### src/rtl/decim_serializer.sv
`default_nettype none
// ============================================================================
// Module      : decim_serializer
// Description : Double-buffered capture of 16-word decimator blocks, streamed
//               out one saturated Q.8 sample per handshake.
// Revision    : 1.0
// ============================================================================
module decim_serializer #(
    parameter int IN_WIDTH    = 67,
    parameter int OUT_WIDTH   = 32,
    parameter int NUM_SAMPLES = 16,
    parameter int FRAC_BITS   = 8
) (
    input  logic                 clk,
    input  logic                 rst,
    input  logic [IN_WIDTH-1:0]  block_in [0:NUM_SAMPLES-1],
    input  logic                 block_valid,
    output logic                 block_ready,
    output logic [OUT_WIDTH-1:0] sample_out,
    output logic                 sample_valid,
    input  logic                 sample_ready,
    output logic                 sample_last,
    output logic                 sat_flag,
    output logic [7:0]           drop_count
);

    localparam int                  c_IDX_W    = (NUM_SAMPLES > 1) ? $clog2(NUM_SAMPLES) : 1;
    localparam logic [c_IDX_W-1:0]  c_IDX_LAST = c_IDX_W'(NUM_SAMPLES - 1);
    // Input and output share the same Q format, so the alignment shift is zero.
    localparam int                  c_SHIFT    = FRAC_BITS - FRAC_BITS;
    localparam logic [OUT_WIDTH-1:0] c_POS_MAX = {1'b0, {(OUT_WIDTH-1){1'b1}}};
    localparam logic [OUT_WIDTH-1:0] c_NEG_MIN = {1'b1, {(OUT_WIDTH-1){1'b0}}};

    logic [IN_WIDTH-1:0] r_bank [0:1][0:NUM_SAMPLES-1];

    logic               r_wr_ptr;
    logic               r_rd_ptr;
    logic [1:0]         r_count;
    logic [c_IDX_W-1:0] r_idx;
    logic [7:0]         r_drop;

    logic                           w_block_ready;
    logic                           w_sample_valid;
    logic                           w_accept;
    logic                           w_drop;
    logic                           w_pop;
    logic                           w_pop_last;
    logic signed [IN_WIDTH-1:0]     w_word;
    logic signed [IN_WIDTH-1:0]     w_scaled;
    logic [IN_WIDTH-OUT_WIDTH:0]    w_hi;
    logic                           w_ovf;

    assign w_block_ready  = (r_count != 2'd2);
    assign w_sample_valid = (r_count != 2'd0);
    assign w_accept       = block_valid && w_block_ready;
    assign w_drop         = block_valid && !w_block_ready;
    assign w_pop          = w_sample_valid && sample_ready;
    assign w_pop_last     = w_pop && (r_idx == c_IDX_LAST);

    // Bank storage is deliberately left out of reset; occupancy lives in r_count.
    always_ff @(posedge clk) begin
        if (!rst && w_accept) begin
            for (int i = 0; i < NUM_SAMPLES; i++) begin
                r_bank[r_wr_ptr][i] <= block_in[i];
            end
        end
    end

    always_ff @(posedge clk) begin
        if (rst) begin
            r_wr_ptr <= 1'b0;
            r_rd_ptr <= 1'b0;
            r_count  <= 2'd0;
            r_idx    <= '0;
            r_drop   <= 8'd0;
        end else begin
            if (w_accept) begin
                r_wr_ptr <= ~r_wr_ptr;
            end
            if (w_drop && (r_drop != 8'hFF)) begin
                r_drop <= r_drop + 8'd1;
            end
            if (w_pop) begin
                if (w_pop_last) begin
                    r_idx    <= '0;
                    r_rd_ptr <= ~r_rd_ptr;
                end else begin
                    r_idx <= r_idx + c_IDX_W'(1);
                end
            end
            case ({w_accept, w_pop_last})
                2'b10:   r_count <= r_count + 2'd1;
                2'b01:   r_count <= r_count - 2'd1;
                default: r_count <= r_count;
            endcase
        end
    end

    // Out of range when the bits above the output sign bit are not a pure sign extension.
    assign w_word   = r_bank[r_rd_ptr][r_idx];
    assign w_scaled = w_word >>> c_SHIFT;
    assign w_hi     = w_scaled[IN_WIDTH-1:OUT_WIDTH-1];
    assign w_ovf    = !((&w_hi) || !(|w_hi));

    always_comb begin
        sample_out = '0;
        sat_flag   = 1'b0;
        if (w_sample_valid) begin
            if (w_ovf) begin
                sat_flag   = 1'b1;
                sample_out = w_scaled[IN_WIDTH-1] ? c_NEG_MIN : c_POS_MAX;
            end else begin
                sample_out = w_scaled[OUT_WIDTH-1:0];
            end
        end
    end

    assign block_ready  = w_block_ready;
    assign sample_valid = w_sample_valid;
    assign sample_last  = w_sample_valid && (r_idx == c_IDX_LAST);
    assign drop_count   = r_drop;

endmodule
`default_nettype wire

### config.mk
export PLATFORM = sky130hd
export DESIGN_NAME = decim_serializer
export DESIGN_NICKNAME = d
export VERILOG_FILES = /design/src/rtl/decim_serializer.sv
export SDC_FILE = /design/constraint.sdc
export NUM_CORES = 2
export LEC_CHECK = 0
export CORE_AREA = 2 2 431 433
export CTS_BUF_LIST = sky130_fd_sc_hd__clkbuf_4
export DETAILED_ROUTE_END_ITERATION = 8
export DIE_AREA = 0 0 433 435
export MAX_ROUTING_LAYER = met4
export PLACE_DENSITY = 0.68
export SETUP_SLACK_MARGIN = 0.5
export SLEW_MARGIN = 20
export SYNTH_ARGS = -nofsm -noshare
export SYNTH_HDL_FRONTEND = slang
export SYNTH_SLANG_ARGS = --single-unit
### constraint.sdc
create_clock -name clk -period 221.8 [get_ports clk]
set_clock_uncertainty 0.1 [all_clocks]
set_input_delay 33.27 -clock clk [delete_from_list [all_inputs] [get_ports clk]]
set_output_delay 33.27 -clock clk [all_outputs]
set_load 0.01 [all_outputs]
# --- Yosys cells after proc, flatten, opt, wreduce, memory -nomap -nowiden ---
# Memory sizes are Yosys's and may differ from the RTL's. A register that Yosys moved wholly into a read port is not among the register bits.
# Cells that the tools add are included.
# Widths: inputs -> output; s select.
word_totals:
  n_memories: 1
  latch_bits: 0
  word_cells: 49
  ram_bits: 2144
  rom_bits: 0
  reg_bits: 16
classes:
  order_cmp: 1
  add_sub_neg: 4
  n_eq_ne: 5
  n_mul: 0
  reduce_logical: 16
  n_bitwise: 3
  mux: 14
  div: 0
  shift: 0
memory_table:
  columns: ["memory", "words", "word_bits", "read_ports", "rd_clocked_by_memory_dff", "wr", "line", "text"]
  rows:
  - ["r_bank", 2, 1072, 1, 1, 1, "34", "logic [IN_WIDTH-1:0] r_bank [0:1][0:NUM_SAMPLES-1];"]
op_table:
  columns: ["op", "count"]
  rows:
  - ["$bmux 67 s4", 1]
  - ["$mux 67", 2]
  - ["$mux 32", 3]
  - ["$reduce_and 36->1", 1]
  - ["$reduce_or 36->1", 1]
  - ["$add 8x1->8 const B", 1]
  - ["$ne 8x8->1 const B", 1]
  - ["$logic_and 1x1->1", 7]
  - ["$mux 1", 6]
  - ["$ge 5x5->1 const B", 1]
  - ["$not 4->5", 1]
  - ["$add 4x1->4 const B", 1]
  - ["$eq 4x4->1 const B", 1]
  - ["$mux 4", 1]
  - ["$pmux 2 s2", 1]
  - ["$reduce_bool 2->1", 2]
  - ["$logic_not 1->1", 3]
  - ["$add 2x1->2 const B", 1]
  - ["$eq 2x1->1 const B", 1]
  - ["$eq 2x2->1 const B", 1]
  - ["$ne 2x2->1 const B", 1]
  - ["$not 1->1", 2]
  - ["$reduce_and 2->1", 1]
  - ["$sub 2x1->2 const B", 1]
  - ["$logic_or 1x1->1", 1]

# --- Logic depth before layout (Yosys ltp) ---
depth:
  ltp_word: 9
  depth_mapped: 15
  depth_no_buf: 9

# --- Least setup slack after synthesis ---
# Ideal clock, no wire load.
synth_path:
  kind: "input to register"
  start: "in rst"
  end: "mem r_bank[1][0] (netlist name), enable pin"
  cell_stages: 2
  path_buffers: 1
  arrival_ps: 110781
  path_slack_ps: 106872
  path_cell_list: "clkbuf_1 nor3b_1"
synth_between:
  elab_chain_cells: 4
synth_rtl:
  columns: ["element", "line", "text"]
  rows:
  - ["start, declared", "15", "input logic rst,"]
  - ["$logic_not 1->1", "62", "if (!rst && w_accept) begin"]
  - ["$logic_and 1x1->1", "62", null]
  - ["$mux 1", "62", null]
  - ["$mux 1 (implied by the code)", "64", "r_bank[r_wr_ptr][i] <= block_in[i];"]
  - ["end, declared", "34", null]
# No other way between the ends.

==> run summary <==
Top-Level Pins - 1120
most common cell after layout, fill and taps aside - edfxtp_1
CP max FO - 88
DPL Wire Length - 158000 um
worst vdd ir - 6.70 uV
Max Freq - 0.0238 GHz
Num CTS Buffers - 578
Worst Hold End - r_rd_ptr
Syn Std Cell Area - 83000 um2
worst-skew pair later-pin latency - 1.35 ns
vias in the first global route - 47400
Worst-path clk slew - 0.06 ns
CP required - 188.43 ns
Lkg Pwr - 32.7 nW
GRT Util Overall - 0.254
Core ar. - 184000 um2
Starting DRT DRC Count - 3893
1st-pass router iterations - 5
Worst Max-Slew Pin Slew - 1.08 ns
mux share of post-synthesis cell area - 0.163
Via density - 5.46
# DRC - 0
Final nets - 6375
Die Y-Extent - 435 um
Crit path arrival time - 8.57 ns
Final Cycle Share - 0.189
Max Cap Viol - 0
Hold Fails Final Rpt - 0
largest net degree at the start of global routing - 196
Gate power share - 0.076
Post-Place Setup Slack - 181.06 ns
max incr delay on CP - 0.90 ns
RSZ-0062 raised after global routing - false
GPL Wtd Cong - 0.847
largest family of logic cells by synthesized area - multiplexers
Multi-input gate area - 17300 um2
PortBufs - 1119
CTS tree - yes
Hold Crit Start - r_rd_ptr
FFs w/ async S/R, synth - 0
Synth Area in XOR/XNOR - 0.00127
Compound-Gate Fraction of Synth Area - 0.0250
fill count - 14100
CP max stage cell - dfxtp_4
most frequent cells in the layout - 2144 x edfxtp_1, 1119 x clkdlybuf4s50_1, 818 x clkbuf_4
Post-Synth Simple-Gate Area - 0.0175
Setup-failing EPs final - 0
Sink Count - 2161
H-tree depth - 6
ys flop type - edfxtp_1
CP endpoint kind - output pin
FP Rows - 158
starting density of the core - 0.451
pwr dens - 8.44 nW/um2
sw power - 0.197 mW
area grow syn2layout - 25.5%
Tmin final - 41.94 ns
setup ws final - 179.86 ns
hold crit path type - reg -> reg
synthesized area per cell - 22.1 um2
Core Util, Final - 0.566
Max Root-Sink Buffers - 4
total area of sequential cells - 64700 um2
post-synth cell types - 53
vias - 45200
Overflow after GRT - 0
Cell Chain, Critical Path - buf_12 > buf_4 > buf_4 > mux2i_1 > a22oi_1 > nand3_1 > nand4_1 > nor2_1 > nand4_1 > or4_1 > o211ai_4 > buf_4 > o22ai_1 > clkdlybuf4s50_1
Seq cells post-synth - 2161
Min-Delay Path Depth - 2
Routed Antenna Nets - 0
Setup Buffers After CTS - 0
switching share of power - 0.224
antenna violations before repair - 170
R2R Path Start - r_count[0]
setup slack, reg-to-reg - 215.97 ns
Cells after Synth - 3752
CTS resizes - 0
Synthesized Nets - 4831
Hold WS - 0.422 ns
sequential group share of total power - 0.540
startpoint types - register
r2r worst-path depth - 9
Routed wire per std cell - 28.5 um
setup TNS - 0 ns
first-pass GRT wire length - 327000 um
Die Wd - 433 um
root buffer cell - clkbuf_4
most frequent CP cell - buf_4
sequential area share after synthesis - 0.779
hold_buf cts - 0
status - completed
synth warn - 0
R2R Path End - r_bank[1][741]
fin. max-slew vios - 0
die area - 188000 um2
fin area - 104000 um2
Synth Area in Adders - 0.000452
clock power share - 0.384
Post-synth EDFFs - 2144
Internal - 0.683 mW
Max-Slew Margin vs Limit - 0.278
layout cells sized above 1 - 0.249
Setup CP Type - reg -> out
drt total wl - 236000 um
placed cell area - 97000 um2
[registers in the layout (all words and copies together) (netlist names), named ones only]
signal / cells
r_idx: 4
r_bank: 2144
r_count: 2
drop_count: 8
r_wr_ptr: 1
r_rd_ptr: 1
[per-layer routing]
metal,vias up,part of all wire,GRT usage
li1,19500,-,-
met3,455,0.088,0.0832
met4,0,0.042,0.129
met5,-,0,-
met1,23200,0.35,0.279
met2,2058,0.52,0.412
[worst max-delay path, delay by kind of cell (launching register included)]
kind            cells  cell delay (ns)
compound gates      3             0.55
buf+inv             5             3.29
flops               1             0.90
mux                 1             0.31
simple gates        5             1.67
[logic make-up after synthesis]
group	count (synthesis)
and+or+nand+nor	276
buffers and inverters	217
AOI/OAI and AO/OA	267
muxes	816
adders and majority gates	3
DFF	2161
xor gates and xnor gates	12
[cell usage after synthesis, types with 17 or more instances]
| cell | n | area (um2) |
|---|---|---|
| mux2i_1 | 378 | 3780 |
| clkbuf_1 | 104 | 390 |
| nand4_1 | 24 | 150 |
| dfxtp_1 | 17 | 340 |
| edfxtp_1 | 2144 | 64400 |
| nor2_1 | 39 | 146 |
| nand3_1 | 90 | 450 |
| nand2_1 | 51 | 191 |
| a21oi_1 | 33 | 165 |
| buf_2 | 65 | 325 |
| mux4_2 | 431 | 9710 |
| o22ai_2 | 30 | 375 |
| a22oi_1 | 167 | 1250 |
[per-stage QoR]
stage	power [mW]	instances
global placement	0.549	7195
floorplan	0.566	3752
CTS	0.889	8129
detailed placement	0.551	7195
finish	0.880	8278
global route	0.914	8266
[power by group through the flow]
stage          logic, mW  registers, mW  clock network (mW)
2_1_floorplan     0.0291          0.537                   0
4_1_cts           0.0676          0.475               0.346
3_3_place_gp      0.0663          0.483                   0
5_1_grt           0.0709          0.476               0.367
6_report          0.0672          0.475               0.337
3_5_place_dp      0.0673          0.484                   0
[how the worst max path moves through the flow]
stage / start / end / slack [ns] / cells after the start
finish: register / sample_out[0] / 179.86 / 14
global route: register / sample_out[0] / 179.49 / 14
CTS: register / sample_out[0] / 179.46 / 14
detailed placement: register / sample_out[0] / 181.06 / 14
global placement: register / sample_out[0] / 181.14 / 14
floorplan: rst / r_bank[1][0] / 106.87 / 2
[area by class of cell]
type | count | area share
diodes | 148 | 0.00355
clock buffers | 818 | 0.0589
clock inverters | 116 | 0.00683
inverters | 5 | 0.000228
multi-input cells | 1374 | 0.166
flip-flops and latches | 2161 | 0.621
well taps | 2480 | 0.0298
repair buffers | 1176 | 0.113
No activity file was read; power rests on OpenSTA's default activity.
